--- src/rtl/timer_arbiter.sv ---
// timer_arbiter: round-robin sharing of one timer_ip among N_REQ requesters (LOAD, start, wait, disable, done).
// Optional TIMER_ARB_ABORT_EN: a granted requester dropping req before timeout disables the timer with no done.
module timer_arbiter #(
  parameter int N_REQ = 4,
  parameter int IDX_W = 2
) (
  input  logic                  clk,
  input  logic                  resetn,
  input  logic [N_REQ-1:0]      req,
  input  logic [32*N_REQ-1:0]   load_val,
  output logic [N_REQ-1:0]      grant,
  output logic [IDX_W-1:0]      grant_idx,
  output logic [N_REQ-1:0]      done,
  output logic                  busy,
  output logic                  t_sel,
  output logic                  t_we,
  output logic [31:0]           t_addr,
  output logic [31:0]           t_wdata,
  input  logic                  t_timeout
);
  localparam logic [31:0] ADDR_CTRL = 32'h0;
  localparam logic [31:0] ADDR_LOAD = 32'h4;

  typedef enum logic [2:0] {IDLE, WR_LOAD, WR_CTRL, WAIT, WR_DIS, DONE, DRAIN} state_t;

  state_t                  state, state_nxt;
  logic [IDX_W-1:0]        ptr, win_idx, cur_idx;
  logic                    win_vld, zero_load;
  logic [N_REQ-1:0]        cur_oh;
  logic [N_REQ-1:0][31:0]  lv;

  for (genvar i = 0; i < N_REQ; i++) begin : g_lv
    assign lv[i] = load_val[32*i +: 32];
  end

  // Round-robin: scan from ptr+1 upward with wrap; first requester found wins.
  always_comb begin
    logic [IDX_W-1:0] cand;
    win_vld = 1'b0;
    win_idx = '0;
    cand    = ptr;
    for (int k = 0; k < N_REQ; k++) begin
      cand = (cand == IDX_W'(N_REQ-1)) ? '0 : cand + IDX_W'(1);
      if (!win_vld && req[cand]) begin
        win_vld = 1'b1;
        win_idx = cand;
      end
    end
  end

  assign zero_load = (lv[win_idx] == 32'h0);
  assign cur_idx   = (state == IDLE) ? win_idx : grant_idx;
  assign cur_oh    = N_REQ'(1) << cur_idx;
  assign busy      = (state != IDLE);

`ifdef TIMER_ARB_ABORT_EN
  logic abort_now, abort_q;
  assign abort_now = (state inside {WR_LOAD, WR_CTRL, WAIT}) && !req[grant_idx];
`endif

  always_comb begin
    state_nxt = state;
    case (state)
      IDLE:    if (win_vld) state_nxt = zero_load ? DONE : WR_LOAD;
      WR_LOAD: state_nxt = WR_CTRL;
      WR_CTRL: state_nxt = WAIT;
      WAIT:    if (t_timeout) state_nxt = WR_DIS;
`ifdef TIMER_ARB_ABORT_EN
      WR_DIS:  state_nxt = abort_q ? DRAIN : DONE;
`else
      WR_DIS:  state_nxt = DONE;
`endif
      DONE:    state_nxt = DRAIN;
      // Wait out a level-style timeout so it cannot complete the next grant.
      DRAIN:   if (!t_timeout) state_nxt = IDLE;
      default: state_nxt = IDLE;
    endcase
`ifdef TIMER_ARB_ABORT_EN
    if (abort_now) state_nxt = WR_DIS;
`endif
  end

  // All outputs are registered from the next state so they line up with it.
  always_ff @(posedge clk or negedge resetn) begin
    if (!resetn) begin
      state     <= IDLE;
      ptr       <= IDX_W'(N_REQ-1);
      grant_idx <= '0;
      grant     <= '0;
      done      <= '0;
      t_sel     <= 1'b0;
      t_we      <= 1'b0;
      t_addr    <= '0;
      t_wdata   <= '0;
`ifdef TIMER_ARB_ABORT_EN
      abort_q   <= 1'b0;
`endif
    end else begin
      state <= state_nxt;
      if (state == IDLE && win_vld) begin
        grant_idx <= win_idx;
        ptr       <= win_idx;
      end
      grant <= (state_nxt inside {WR_LOAD, WR_CTRL, WAIT, WR_DIS, DONE}) ? cur_oh : '0;
      done  <= (state_nxt == DONE) ? cur_oh : '0;
      t_sel <= state_nxt inside {WR_LOAD, WR_CTRL, WR_DIS};
      t_we  <= state_nxt inside {WR_LOAD, WR_CTRL, WR_DIS};
      case (state_nxt)
        WR_LOAD: begin t_addr <= ADDR_LOAD; t_wdata <= lv[win_idx]; end
        WR_CTRL: begin t_addr <= ADDR_CTRL; t_wdata <= 32'h1;       end
        default: begin t_addr <= ADDR_CTRL; t_wdata <= 32'h0;       end
      endcase
`ifdef TIMER_ARB_ABORT_EN
      if (state_nxt == WR_DIS) abort_q <= abort_now;
`endif
    end
  end

endmodule

--- config.mk ---
export PLATFORM = sky130hd
export DESIGN_NAME = timer_arbiter
export DESIGN_NICKNAME = d
export VERILOG_FILES = /design/src/rtl/timer_arbiter.sv
export SDC_FILE = /design/constraint.sdc
export NUM_CORES = 1
export LEC_CHECK = 0
export ABC_AREA = 1
export CAP_MARGIN = 20
export CORE_AREA = 8 8 121 90
export CTS_BUF_LIST = sky130_fd_sc_hd__clkbuf_16
export CTS_CLUSTER_DIAMETER = 80
export CTS_CLUSTER_SIZE = 30
export DETAILED_ROUTE_END_ITERATION = 8
export DIE_AREA = 0 0 129 98
export PLACE_DENSITY = 0.86
export SETUP_SLACK_MARGIN = 0.5
export SYNTH_ARGS = -nofsm -noshare
export SYNTH_HDL_FRONTEND = slang
export SYNTH_SLANG_ARGS = --single-unit
--- constraint.sdc ---
create_clock -name clk -period 8.3 [get_ports clk]
set_input_delay 1.66 -clock clk [delete_from_list [all_inputs] [get_ports clk]]
set_output_delay 1.66 -clock clk [all_outputs]
set_load 0.01 [all_outputs]
---- Word level (Yosys, flattened, before mapping) ----
Index checks and enable logic that the tools add are counted.
storage, ports and cells
  flip-flop bits (word level) ............. 80
  output and inout bits ................... 77
  word-level logic and storage cells ...... 77
operators by class
  add/sub/neg operators ................... 4
  order comparisons ....................... 5
  equal/unequal tests ..................... 15
  shift operators ......................... 1
  multiplexer cells ....................... 32
  reductions and logical operators ........ 12
operators by type and width
  operator                                                    count
  binary-select mux 32 bit (select 2 bit)                     1
  case mux 32 bit (2 select lines)                            1
  zero test 32 bit                                            1
  two-way mux 32 bit                                          1
  case mux 3 bit (7 select lines)                             1
  two-way mux 2 bit                                           9
  equality test 3 bit, second input constant                  5
  less-than comparator 2 x 3 -> 1 bit, second input constant  5
  two-way mux 3 bit                                           5
  equality test 3 x 2 -> 1 bit, second input constant         4
  adder 2 x 1 -> 2 bit, second input constant                 4
  binary-select mux 1 bit (select 2 bit)                      4
  equality test 2 bit, second input constant                  4
  two-way mux 1 bit                                           8
  two-way mux 4 bit                                           2
  equality test 3 x 1 -> 1 bit, second input constant         2
  nonzero test 3 bit                                          2
  nonzero test 5 bit                                          1
  logical AND 1 bit                                           4
  left shift 1 x 2 -> 4 bit, first input constant             1
  zero test 1 bit                                             3
  zero test 3 bit                                             1

---- Depth between registers and ports, before layout ----
Gate-level depths: netlist of run 1.
  word-level depth ........................ 23
  mapped depth ............................ 24
  gate-level depth less buffers ........... 23

---- Worst setup path before layout of run 1 ----
OpenSTA, ideal clock, no wires.
  kind .................................... input port to flip-flop
  from .................................... input port req[0]
  to ...................................... register t_we
  arrival time ............................ 3512 ps
  data required time ...................... 8178 ps
  slack ................................... 4666 ps
  cell stages on the path ................. 20
  buffers on the path ..................... 2
  cell sequence ........................... inv_1 nand2_1 nand3_1 nand2_1 inv_2 nand4_4 nor2_2 inv_1 nand2_1 buf_2 nand3_1 nand2_1 nand2_1 nor2_1 nand2_1 nor2_1 nand3_2 nand3_2 buf_6 nand3_2
between the ends
  longest elaborated chain between the ends .. 20
  elaborated cells between the ends (all ways) .. 32
  classes of those cells .................. eq/ne: 3; mux: 21; reduce/logical: 8
ends and longest elaborated chain
  element                                               line  RTL
  start: declaration                                    9     input logic [N_REQ-1:0] req,
  binary-select mux 1 bit (select 2 bit)                44    if (!win_vld && req[cand]) begin
  two-way mux 1 bit (not written as such)               44
  two-way mux 1 bit                                     44
  zero test 1 bit                                       44
  logical AND 1 bit                                     44
  two-way mux 1 bit                                     44
  zero test 1 bit                                       44
  logical AND 1 bit                                     44
  (+4 left out)                                         --
  binary-select mux 32 bit (select 2 bit)               51    assign zero_load = (lv[win_idx] == 32'h0);
  two-way mux 32 bit (not written as such)              51
  zero test 32 bit                                      51
  two-way mux 3 bit                                     64    IDLE: if (win_vld) state_nxt = zero_load ? DONE : WR_LOAD;
  two-way mux 3 bit (*)                                 64
  case mux 3 bit (7 select lines) (*)                   63    case (state)
  equality test 3 x 1 -> 1 bit (tied with other cells)  107   t_we <= state_nxt inside {WR_LOAD, WR_CTRL, WR_DIS};
  nonzero test 3 bit (*)                                107
  end signal: assignment                                107
  end: declaration                                      16    output logic t_we,
Every way passes the cells marked *; elsewhere a longest branch is shown, timed or not. The select of a mux whose other input is x is not followed.
A chain may end at the register's enable or synchronous reset.

---- Final worst setup path of run 1 ----
Ends and elaborated chain as after synthesis.

==> results of run 1 <==
registers in the layout (all words and copies together) (netlist names):
signal     count
done           4
grant          4
grant_idx      2
ptr            2
state          3
t_addr         1
t_wdata       32
t_we           1
final cells by class:
type,count,area (sq um)
sequential,49,1230
multi-input combinational,419,1860
fill,852,3680
tap,128,160
inverter,71,267
clock buffer,5,125
timing repair buffer,184,1860
clock inverter,3,17.5
cells by family (layout without fill, tap and decap cells):
kind of cell	after synthesis	in the layout
DFF	49	49
AOI/OAI and AO/OA	23	23
and+or+nand+nor	364	364
other	1	31
adders and majority gates	1	1
buffers and inverters	130	263
through the flow:
step | total power, mW | util [%]
finish | 2.77 | 60.0
floorplan | 2.06 | -
global placement | 2.42 | 57.9
global route | 3.08 | 60.0
CTS | 2.77 | 59.8
detailed placement | 2.56 | 58.2
critical path, cell delays in order:
cell,delay [ns]
clkdlybuf4s50_1,0.50
inv_1,0.05
nand2_1,0.11
nand3_1,0.12
nand2_1,0.11
inv_2,0.08
nand4_4,0.14
nand3_2,0.61
nand2_2,0.65
buf_4,0.56
nand2_1,0.12
o211ai_1,0.11
nand2_1,0.11
nor2_1,0.10
nand2_1,0.07
nor2_1,0.23
nand3_2,0.14
nand3_2,0.50
nand3_2,0.10
how the worst max path moves through the flow:
stage	startpoint	endpoint	slack (ns)	cells after the start
after global placement	req[0]	t_we$_DFF_PN0_	2.27	19
final	req[0]	t_we$_DFF_PN0_	2.31	19
after floorplan	req[0]	t_we$_DFF_PN0_	4.67	20
after CTS	req[0]	t_wdata[8]$_DFF_PN0_	2.36	19
after detailed placement	req[0]	t_wdata[8]$_DFF_PN0_	2.06	19
after global routing	req[0]	t_wdata[4]$_DFF_PN0_	1.84	19
power groups by stage:
stage	registers [mW]	clock network [mW]	logic (mW)
6_report	0.333	0.200	2.24
4_1_cts	0.333	0.204	2.23
2_1_floorplan	0.351	0	1.71
3_5_place_dp	0.337	0	2.22
3_3_place_gp	0.335	0	2.09
5_1_grt	0.339	0.212	2.53
cell usage in the layout, fill, tap and decap left out, drive strengths merged, types with 2 or more instances in the layout:
cell type	n
inv	72
o21ai	10
nor3	2
nand2	195
nand3	91
clkbuf	5
a21oi	3
conb	31
buf	5
clkinv	2
nor2	64
nand3b	7
dfstp	2
o211ai	6
clkdlybuf4s50	179
nand4	3
dfrtp	47
o22ai	2
layer usage:
layer / GRT usage (%) / share of wire (%) / vias up
met5: 0 / 0 / -
li1: - / - / 2015
met4: 3.15 / 0.98 / 0
met3: 6.53 / 9.2 / 16
met1: 23.0 / 40 / 1834
met2: 35.8 / 50 / 211
==> flow_summary.toml, run 1 <==
[status]
status = "completed"

[clock_tree]
path_clk_slew_ns = 0.07
root_buffer = "clkbuf_16"
cts-hold-fix-buffers = 0
clk_latency_ns = 0.28
cts_resized = 0
clock-sinks = 49
cts_tree = "built"
htreeDepth = 2
clockBufferDepth = 2
cts_setup_buffers = 0
cts_made_buffers = 5

[floorplan]
dieArea_sq_um = 12600
coreArea_sq_um = 9200
die_height_microns = 98
die_w_microns = 129
row_count = 30
ioPinCount = 212
initial_core_util_pct = 39.8

[synth]
synthAdderAreaFrac_pct = 0.342
synthSimpleGateAreaFrac_pct = 43.2
syn-instance-count = 568
netlist_area_sq_um = 3660
synth_edf_count = 0
ys_types = 33
async_flop_share_pct = 100
synth_top_family_by_area = "simple AND/OR/NAND/NOR gates"
synth_xor_xnor_area_share_pct = 0
synthTopCellsByCount = "nand2_1, nand3_1, inv_1"
ys.flop_type = "dfrtp_1"
synth-seq-cells = 49
yosys-top-cells-area = "dfrtp_1, nand2_1, nand3_1"
post-synth-top-area-cell = "dfrtp_1"
avgSynthCellArea_sq_um = 6.45
yosysWarningCount = 0
synth_most_common_cell = "nand2_1"
synth_compound_area_share_pct = 3.86
synth_top_area_share_pct = 32.1
synth_seq_area_share_pct = 33.5
synthMuxAreaShare_pct = 0

[critical_path]
end_kind = "flip-flop"
arrival_ns = 6.13
cp-start-kind = "input port"
path_class = "input port to flip-flop"
cp_max_fo = 51
reg2reg_from = "ptr[0]$_DFFE_PN1P_"
rr_worst_depth = 20
r2r-end = "t_we$_DFF_PN0_"
reg2reg_setup_slack_ns = 3.23
cp.required_ns = 8.44

[finish]
nets = 866
final_layout_size_suffix_gt1_share_pct = 4.38
final_area_sq_um = 5520
fin_cells = 859
area_delta_synth_final_pct = 50.6
antenna_cells = 0

[route]
viasPerCell = 4.75
wire_per_inst_microns = 15.2
via_count = 4076
drtPass1Iterations = 5
ant_nets = 0
drt_first_iter_violations = 256
drc = 0
wirelength_microns = 13100

[placement]
dp_hpwl_microns = 10600
dp_cells = 850
globalplace.congestion = 0.829
place_ws_ns = 2.06
port_buffers = 180
place_area_sq_um = 5350

[power_and_ir_drop]
power_density_nw_per_um2 = 502
p_leak_nw = 2.82
swShare_pct = 58.5
p_clk_share_pct = 7.2
intPower_mw = 1.15
p_seq_share_pct = 12.0
share_comb_of_total_power_pct = 80.8
irDropWorstVdd_v = 0.000276
switching_power_mw = 1.62

[global_routing]
antenna_found_initial = 0
grt_pass1_wl_microns = 20600
overflow = 0
grt_start_max_net_pins = 52
grt_pass1_vias = 4154
track_usage_pct = 20.0

[timing]
period_minus_slack_ns = 5.99
worst_pin_slew_ns = 0.929
drv_slew = 0
rsz0062_at_grt = "no"
setup_violations = 0
fin_hold_ws_ns = 0.495
post-route-period-util_pct = 72.2
fmax_mhz = 167
finalClockSkew_ns = 0.00349
slew_headroom_pct = 37.9
fin_tns_setup_ns = 0
hold_viol = 0
fin_ws_ns = 2.31

[hold_path]
hold_end = "ptr[1]$_DFFE_PN1P_"
hp-start = "ptr[1]$_DFFE_PN1P_"
hold_path_class = "flip-flop to flip-flop"
hold_depth = 2

[job]
cap_violations = 0
Power figures use the tool's default switching activity.
==> run 2: changes to the inputs <==
--- a/config.mk
+++ b/config.mk
@@ -7,13 +7,13 @@
 export LEC_CHECK = 0
 export ABC_AREA = 1
 export CAP_MARGIN = 20
-export CORE_AREA = 8 8 121 90
+export CORE_AREA = 8 8 132 97
 export CTS_BUF_LIST = sky130_fd_sc_hd__clkbuf_16
 export CTS_CLUSTER_DIAMETER = 80
 export CTS_CLUSTER_SIZE = 30
 export DETAILED_ROUTE_END_ITERATION = 8
-export DIE_AREA = 0 0 129 98
-export PLACE_DENSITY = 0.86
+export DIE_AREA = 0 0 140 105
+export PLACE_DENSITY = 0.77
 export SETUP_SLACK_MARGIN = 0.5
 export SYNTH_ARGS = -nofsm -noshare
 export SYNTH_HDL_FRONTEND = slang
==> constraint.sdc (replaced) <==
create_clock -name clk -period 4.9 [get_ports clk]
set_input_delay 0.98 -clock clk [delete_from_list [all_inputs] [get_ports clk]]
set_output_delay 0.98 -clock clk [all_outputs]
set_load 0.01 [all_outputs]
==> flow_summary.toml, run 2 (same netlist as run 1, synthesis figures left out) <==
[global_routing]
met1_usage_pct = 20.5
met3_usage_pct = 7.27
overflow = 0
grt_start_max_net_pins = 50
grt_pass1_vias = 4159
grt_use_met2_pct = 30.7
grt_pass1_wl_microns = 21100
gr-max-usage-layer = "met2"
track_usage_pct = 17.7
antenna_found_initial = 0

[timing]
drv_slew = 0
hold_viol = 0
fin_hold_ws_ns = 0.494
finalClockSkew_ns = 0.00187
setup_violations = 0
fmax_mhz = 264
rsz0062_at_grt = "no"
worst_pin_slew_ns = 0.803
post-route-period-util_pct = 77.4
fin_tns_setup_ns = 0
period_minus_slack_ns = 3.79
slew_headroom_pct = 46.0

[floorplan]
initial_core_util_pct = 34.1
ioPinCount = 212
die_height_microns = 105
die_w_microns = 140
coreArea_sq_um = 10700
row_count = 32
dieArea_sq_um = 14700

[critical_path]
reg2reg_setup_slack_ns = 1.29
cp_max_fo = 33
end_kind = "flip-flop"
path_class = "input port to flip-flop"
cp-start-kind = "input port"
arrival_ns = 3.96
cp.required_ns = 5.06
rr_worst_depth = 20

[status]
status = "completed"

[route]
viasPerCell = 4.55
via_count = 3960
ant_nets = 0
wirelength_microns = 13100
drtPass1Iterations = 4
drt_first_iter_violations = 161
wire_per_inst_microns = 15.0
drc = 0

[finish]
nets = 869
antenna_cells = 0
fill_cells = 1068
final_common_cell = "nand2_1"
largestRegisters = "t_wdata: 32 flops, done: 4 flops, grant: 4 flops"
final_cell_mix = "nand2_1, clkdlybuf4s50_1, nand3_1"
top_register = "t_wdata"
final_area_sq_um = 5600
area_delta_synth_final_pct = 52.9
largest_reg_flops = 32
final_layout_size_suffix_gt1_share_pct = 4.90

[clock_tree]
clockBufferDepth = 2
root_buffer = "clkbuf_16"
cts-hold-fix-buffers = 0
htreeDepth = 2
cts_tree = "built"
cts_made_buffers = 5
cts_setup_buffers = 0
clk_latency_ns = 0.29
clock-sinks = 49
path_clk_slew_ns = 0.07

[placement]
place_area_sq_um = 5400
globalplace.congestion = 0.887
dp_hpwl_microns = 10400
port_buffers = 180

[power_and_ir_drop]
power_density_nw_per_um2 = 860
p_leak_nw = 2.85
irDropWorstVdd_v = 0.000471
total_power_mw = 4.82

[hold_path]
hold_depth = 2
hold_path_class = "flip-flop to flip-flop"

[job]
cap_violations = 0
-- run 2: per-stage QoR --
step / setup WS, ns / util [%] / instances
2_1_floorplan: 1.95 / - / 598
3_3_place_gp: 0.581 / 50.3 / 862
3_5_place_dp: 0.579 / 50.3 / 862
4_1_cts: 0.874 / 52.1 / 870
5_1_grt: 0.726 / 52.2 / 870
6_report: 1.11 / 52.2 / 870
-- run 2: final timing paths --
check	startpoint	endpoint
worst max-delay path	req[2]	t_wdata[30]$_DFF_PN0_
worst min-delay path	ptr[1]$_DFFE_PN1P_	ptr[1]$_DFFE_PN1P_
worst max register to register	ptr[0]$_DFFE_PN1P_	t_wdata[30]$_DFF_PN0_
worst min register to register	ptr[1]$_DFFE_PN1P_	ptr[1]$_DFFE_PN1P_
max in group asynchronous	resetn	t_wdata[4]$_DFF_PN0_
min in group asynchronous	resetn	t_addr[2]$_DFF_PN0_
-- run 2: worst max-delay path: stages --
cell and delay [ns]:
clkdlybuf4s50_1 0.48, inv_1 0.04, nand2_1 0.07, nand2_1 0.07, o21ai_1 0.24, nand3_2 0.12, nand3_1 0.12, nand2_2 0.29
buf_12 0.28, nand2_1 0.08, nand3_1 0.06, nand2_1 0.11, nand2_1 0.09, nor2_1 0.15, nand2_1 0.07, nor2_1 0.15
nand3_2 0.13, nand3_4 0.32, nor2_1 0.09
-- run 2: report_power, final --
group / switching, mW / internal (mW) / total (mW)
clock: 0.162 / 0.295 / 0.456
combinational: 2.52 / 1.28 / 3.80
sequential: 0.0505 / 0.514 / 0.564
-- run 2: final cells by class --
cell class / count / area (sq um) / area share, %
clock buffers: 5 / 125 / 2.23
clock inverters: 3 / 68.8 / 1.23
inverters: 71 / 267 / 4.76
multi-input cells: 419 / 1870 / 33.3
flip-flops and latches: 49 / 1230 / 21.9
well taps: 136 / 170 / 3.04
repair buffers: 187 / 1870 / 33.5
-- run 2: per-layer routing --
metal / wire length, microns / part of all wire [%]
met2: 6210 / 48
met4: 72 / 0.55
met3: 1300 / 10
met1: 5480 / 42
met5: 0 / 0
-- run 2: repair_timing --
action / 4_1_cts / 5_1_grt
hold endpoints to repair: 0 / 0
gates resized for setup: 0 / 1
setup endpoints to repair: 0 / 2
